$ cat config.mk
export PLATFORM = sky130hd
export DESIGN_NAME = alu_mc
export DESIGN_NICKNAME = d
export VERILOG_FILES = /design/src/rtl/alu_mc.sv
export SDC_FILE = /design/constraint.sdc
export NUM_CORES = 1
export LEC_CHECK = 0
export ABC_CLOCK_PERIOD_IN_PS = 6000
export CORE_MARGIN = 2
export CORE_UTILIZATION = 26
export CTS_BUF_LIST = sky130_fd_sc_hd__clkbuf_8 sky130_fd_sc_hd__clkbuf_16
export DETAILED_ROUTE_END_ITERATION = 12
export SETUP_SLACK_MARGIN = 0.15
export SLEW_MARGIN = 10
export SYNTH_ARGS = -nofsm -noshare
export SYNTH_HDL_FRONTEND = slang
export SYNTH_SLANG_ARGS = --single-unit
$ cat constraint.sdc
create_clock -name clk -period 6 [get_ports clk]
set_clock_uncertainty 0.1 [all_clocks]
set_input_delay 1.2 -clock clk [delete_from_list [all_inputs] [get_ports clk]]
set_output_delay 1.2 -clock clk [all_outputs]
set_load 0.01 [all_outputs]
$ cat src/rtl/alu_mc.sv
// Multi-cycle ALU: simple ops complete in one cycle, MUL/MULHU/DIVU/REMU iterate
// one bit per cycle over a shared 2*WIDTH accumulator behind a valid/ready handshake.
module alu_mc #(
    parameter  int WIDTH = 32,
    localparam int SHW   = $clog2(WIDTH)
) (
    input  logic             clk,
    input  logic             rstn,
    input  logic             in_valid,
    output logic             in_ready,
    input  logic [WIDTH-1:0] A,
    input  logic [WIDTH-1:0] B,
    input  logic [SHW-1:0]   shamt,
    input  logic [3:0]       op,
    output logic             out_valid,
    input  logic             out_ready,
    output logic [WIDTH-1:0] C,
    output logic             zero,
    output logic             busy
);
    localparam int CW = $clog2(WIDTH) + 1;

    typedef enum logic [1:0] {IDLE, BUSY, DONE} state_t;

    state_t               state, state_nxt;
    logic [CW-1:0]        cnt;
    logic [3:0]           op_q;
    logic [WIDTH-1:0]     opnd;
    logic [2*WIDTH-1:0]   acc, acc_nxt;
    logic [WIDTH-1:0]     simple_res, iter_res;
    logic [WIDTH:0]       mul_sum, div_sh, div_diff;
    logic                 div_ge, is_mul, op_iter, accept, last_step;

    assign op_iter   = (op >= 4'd11) && (op <= 4'd14);
    assign is_mul    = (op_q == 4'd11) || (op_q == 4'd12);
    assign accept    = in_valid && in_ready;
    assign last_step = (state == BUSY) && (cnt == CW'(1));

    always_comb begin
        simple_res = A;
        case (op)
            4'd1:  simple_res = A + B;
            4'd2:  simple_res = A - B;
            4'd3:  simple_res = A & B;
            4'd4:  simple_res = A | B;
            4'd5:  simple_res = {{(WIDTH-1){1'b0}}, $signed(A) < $signed(B)};
            4'd6:  simple_res = {{(WIDTH-1){1'b0}}, A < B};
            4'd7:  simple_res = B << shamt;
            4'd8:  simple_res = B >> shamt;
            4'd9:  simple_res = WIDTH'($signed(B) >>> shamt);
            4'd10: simple_res = A ^ B;
            default: simple_res = A;
        endcase
    end

    // acc is {high/remainder, low/quotient}; opnd holds multiplicand or divisor.
    always_comb begin
        mul_sum  = {1'b0, acc[2*WIDTH-1:WIDTH]} + (acc[0] ? {1'b0, opnd} : {(WIDTH+1){1'b0}});
        div_sh   = acc[2*WIDTH-1:WIDTH-1];
        div_ge   = div_sh >= {1'b0, opnd};
        div_diff = div_sh - {1'b0, opnd};
        if (is_mul)
            acc_nxt = {mul_sum, acc[WIDTH-1:1]};
        else
            acc_nxt = {(div_ge ? div_diff[WIDTH-1:0] : div_sh[WIDTH-1:0]), acc[WIDTH-2:0], div_ge};
    end

    // MUL and DIVU take the low half, MULHU and REMU the high half.
    assign iter_res = op_q[0] ? acc_nxt[WIDTH-1:0] : acc_nxt[2*WIDTH-1:WIDTH];

    always_ff @(posedge clk or negedge rstn) begin
        if (!rstn) state <= IDLE;
        else       state <= state_nxt;
    end

    always_comb begin
        state_nxt = state;
        in_ready  = 1'b0;
        out_valid = 1'b0;
        busy      = 1'b0;
        case (state)
            IDLE: begin
                in_ready = 1'b1;
                if (in_valid) state_nxt = op_iter ? BUSY : DONE;
            end
            BUSY: begin
                busy = 1'b1;
                if (cnt == CW'(1)) state_nxt = DONE;
            end
            DONE: begin
                out_valid = 1'b1;
                in_ready  = out_ready;
                if (out_ready) begin
                    if (in_valid) state_nxt = op_iter ? BUSY : DONE;
                    else          state_nxt = IDLE;
                end
            end
            default: state_nxt = IDLE;
        endcase
    end

    always_ff @(posedge clk or negedge rstn) begin
        if (!rstn) begin
            cnt  <= '0;
            op_q <= '0;
            opnd <= '0;
            acc  <= '0;
            C    <= '0;
            zero <= 1'b1;
        end else if (accept) begin
            if (op_iter) begin
                op_q <= op;
                cnt  <= CW'(WIDTH);
                if ((op == 4'd11) || (op == 4'd12)) begin
                    opnd <= A;
                    acc  <= {{WIDTH{1'b0}}, B};
                end else begin
                    opnd <= B;
                    acc  <= {{WIDTH{1'b0}}, A};
                end
            end else begin
                C    <= simple_res;
                zero <= (simple_res == '0);
            end
        end else if (state == BUSY) begin
            acc <= acc_nxt;
            cnt <= cnt - CW'(1);
            if (last_step) begin
                C    <= iter_res;
                zero <= (iter_res == '0);
            end
        end
    end
endmodule

==> results of run 1 <==
synth_stat cells (18+ instances only):
| cell | count | share of area (%) |
|---|---|---|
| a211oi_1 | 40 | 1.3 |
| a21o_1 | 48 | 1.6 |
| a21oi_1 | 221 | 4.9 |
| a221oi_1 | 25 | 0.96 |
| a22oi_1 | 20 | 0.66 |
| a31oi_1 | 64 | 1.8 |
| and3_1 | 19 | 0.52 |
| buf_2 | 24 | 0.53 |
| clkbuf_1 | 215 | 3.6 |
| dfrtp_1 | 140 | 15 |
| ha_1 | 165 | 9.1 |
| inv_1 | 170 | 2.8 |
| mux2i_1 | 90 | 4.0 |
| mux4_2 | 76 | 7.5 |
| nand2_1 | 403 | 6.7 |
| nand2b_1 | 31 | 0.85 |
| nand3_1 | 78 | 1.7 |
| nand4_1 | 34 | 0.94 |
| nor2_1 | 325 | 5.4 |
| nor2b_1 | 22 | 0.61 |
| nor3_1 | 68 | 1.5 |
| nor4_1 | 26 | 0.72 |
| o2111ai_1 | 18 | 0.69 |
| o211ai_1 | 51 | 1.7 |
| o21a_1 | 24 | 0.79 |
| o21ai_0 | 229 | 5.0 |
| o221ai_1 | 23 | 0.89 |
| o22ai_1 | 28 | 0.77 |
| o31ai_1 | 24 | 0.79 |
| or3_1 | 40 | 1.1 |
| xnor2_1 | 43 | 1.7 |
| xor2_1 | 25 | 0.96 |
state kept, by name (all words and copies together), names as in the netlist:
name,flops
cnt,6
op_q,4
state,2
C,32
acc,64
opnd,32
zero,1
logic make-up after synthesis:
logic type      Yosys count  synth area share (%)
flops                   141                  15.5
fa+ha+maj               169                  9.43
simple gates           1124                  22.6
compound gates         1015                  29.9
mux                     186                  12.5
xor+xnor                 68                  2.62
buf+inv                 437                  7.45
power groups by stage:
| stage | logic [mW] | registers [mW] | clock network (mW) |
|---|---|---|---|
| after floorplan | 5.31 | 1.68 | 0 |
| after global placement | 7.83 | 1.77 | 0 |
| after detailed placement | 7.85 | 1.78 | 0 |
| after CTS | 7.91 | 1.76 | 1.11 |
| after global routing | 8.74 | 1.82 | 1.15 |
| final | 8.07 | 1.76 | 1.10 |
area by class of cell:
class                           count  area, um^2  share of cell area, %
Antenna cell                        1        2.50                0.00944
Clock buffer                       17         425                   1.61
Clock inverter                     15         163                  0.614
Inverter                          175         657                   2.48
Multi-Input combinational cell   2562       17600                   66.5
Sequential cell                   141        3530                   13.3
Tap cell                         1155        1450                   5.45
Timing Repair Buffer              305        2660                   10.0
metal layers:
layer	GRT usage [%]	wire length [um]	share of wire, %
met5	0	13	0.012
met4	11.4	5900	5.3
met3	2.30	7270	6.5
met2	38.7	50300	45
met1	32.7	48200	43
final timing paths:
kind | depth (start not counted) | startpoint | slack, ps | endpoint
max | 14 | A[0] | 560 | C[28]
min | 2 | C[14] | 370 | C[14]
max reg2reg | 17 | opnd[26] | 810 | zero
min reg2reg | 2 | C[14] | 370 | C[14]
max in group asynchronous | 2 | rstn | 3940 | C[16]
min in group asynchronous | 1 | rstn | 640 | C[6]
what timing repair did:
item / CTS / global route
setup endpoints to repair: 0 / 1
resized for setup: 0 / 1
buffers inserted: 0 / 2
stage by stage:
stage | cell area [um^2] | setup TNS [ps] | std cells
3_5_place_dp | 25900 | -66.1 | 4336
5_1_grt | 26500 | 0 | 4370
3_3_place_gp | 25900 | -78.5 | 4336
4_1_cts | 26500 | 0 | 4368
2_1_floorplan | 22700 | 0 | 3140
6_report | 26500 | 0 | 4371
critical path, stage by stage:
cell	delay, ps
clkdlybuf4s50_1	670
ha_1	390
fa_1	440
a211oi_1	260
o21bai_1	200
o211ai_1	220
buf_4	170
a21oi_1	100
nor4_1	500
nor2_1	140
a2111oi_0	690
o41ai_1	180
or3_1	350
a31oi_1	190
==> results.yml, run 1 <==
cells_and_area:
  nets: 3448
  final_layout_size_suffix_gt1_share_pct: 12.0
  fill_cells: 9465
  final_cell_mix: "nand2_1 (402), nor2_1 (323), o21ai_0 (228), a21oi_1 (220), buf_4 (187)"
  final_common_cell: "nand2_1"
  syn_to_final_growth_pct: 16.6
  fin_util_pct: 30.5
die:
  die_x_um: 300
  dieArea_um2: 89800
  rows: 108
  ios: 113
  fp.coreArea_um2: 86800
  fp.dieH_um: 300
  initial_core_util_pct: 26.2
synth:
  synth-edff-count: 0
  postSynthCellCount: 3140
  synth_area_per_cell_um2: 7.24
  synth-main-ff-cell: "dfrtp_1"
  yosysWarningCount: 0
  seq_area_frac_synth_pct: 15.5
  syn_nets: 3386
  syn_area_um2: 22700
  yosysUniqueCellTypes: 95
  ys_seq_elements: 141
  async_flop_share_pct: 100
hold_path:
  min_path_type: "reg -> reg"
timing:
  setup_ws_ps: 560
  finalCritPeriodShare_pct: 90.7
  worstMarginPinSlew_ps: 1130
  post-route-min-period_ps: 5440
  rsz0062_at_grt: "no"
  slew_headroom_pct: 24.2
  holdWs_ps: 372
  setup_viol: 0
  drv_slew: 0
  hold_viol: 0
  max_freq_mhz: 184
detailed_routing:
  postRouteWirelength_um: 112000
  drt.antenna.violating_nets: 0
  wire_per_inst_um: 25.6
  drc: 0
  dr.pass1.iters: 5
  vias: 25538
  viasPerCell: 5.84
  drtIter0Drc: 2702
place:
  port_buffers: 112
  gp_congestion: 1.00
  pre_cts_slack_ps: -66.1
  place_hpwl_um: 89600
grt:
  grt.total_usage_pct: 24.2
  first_global_vias: 24170
  antenna_found_initial: 2
  grt_pass1_wl_um: 164000
  grt_max_degree: 94
  grt_overflow_total: 0
clock_tree:
  cts_made_buffers: 17
  cts_tree: "done"
  clock-sinks: 141
  clock_latency_ps: 460
  clockBufferDepth: 2
  cts-root-buf: "clkbuf_16"
  clk_transition_reported_paths_ps: 70
  h-tree-depth: 4
  ctsHoldBuffers: 0
pwr:
  power.density_nw_per_um2: 412
  p_seq_share_pct: 16.1
  swShare_pct: 53.9
  pwr-share-clk_pct: 10.1
  netSwitchingPower_mw: 5.89
  vdd_drop_max_v: 0.000192
  total_power_mw: 10.9
  p_comb_share_pct: 73.8
  p_leak_nw: 11.2
  p_int_mw: 5.04
worst_setup_path:
  critPathCaptureType: "register"
  startpoint_type: "input pin"
  required_ps: 6270
  crit_type: "in -> reg"
  arrival_ps: 5720
  critPathMaxFanout: 5
run_status:
  status: "complete, no violations"
run:
  maxCapViolations: 0
No activity file was read; power rests on OpenSTA's default activity.
==> run 2, diff against run 1 <==
- CAP_MARGIN: unset -> 0
==> results of run 2 <==
No change in the layout: final DEF, timing and power equal those of run 1.
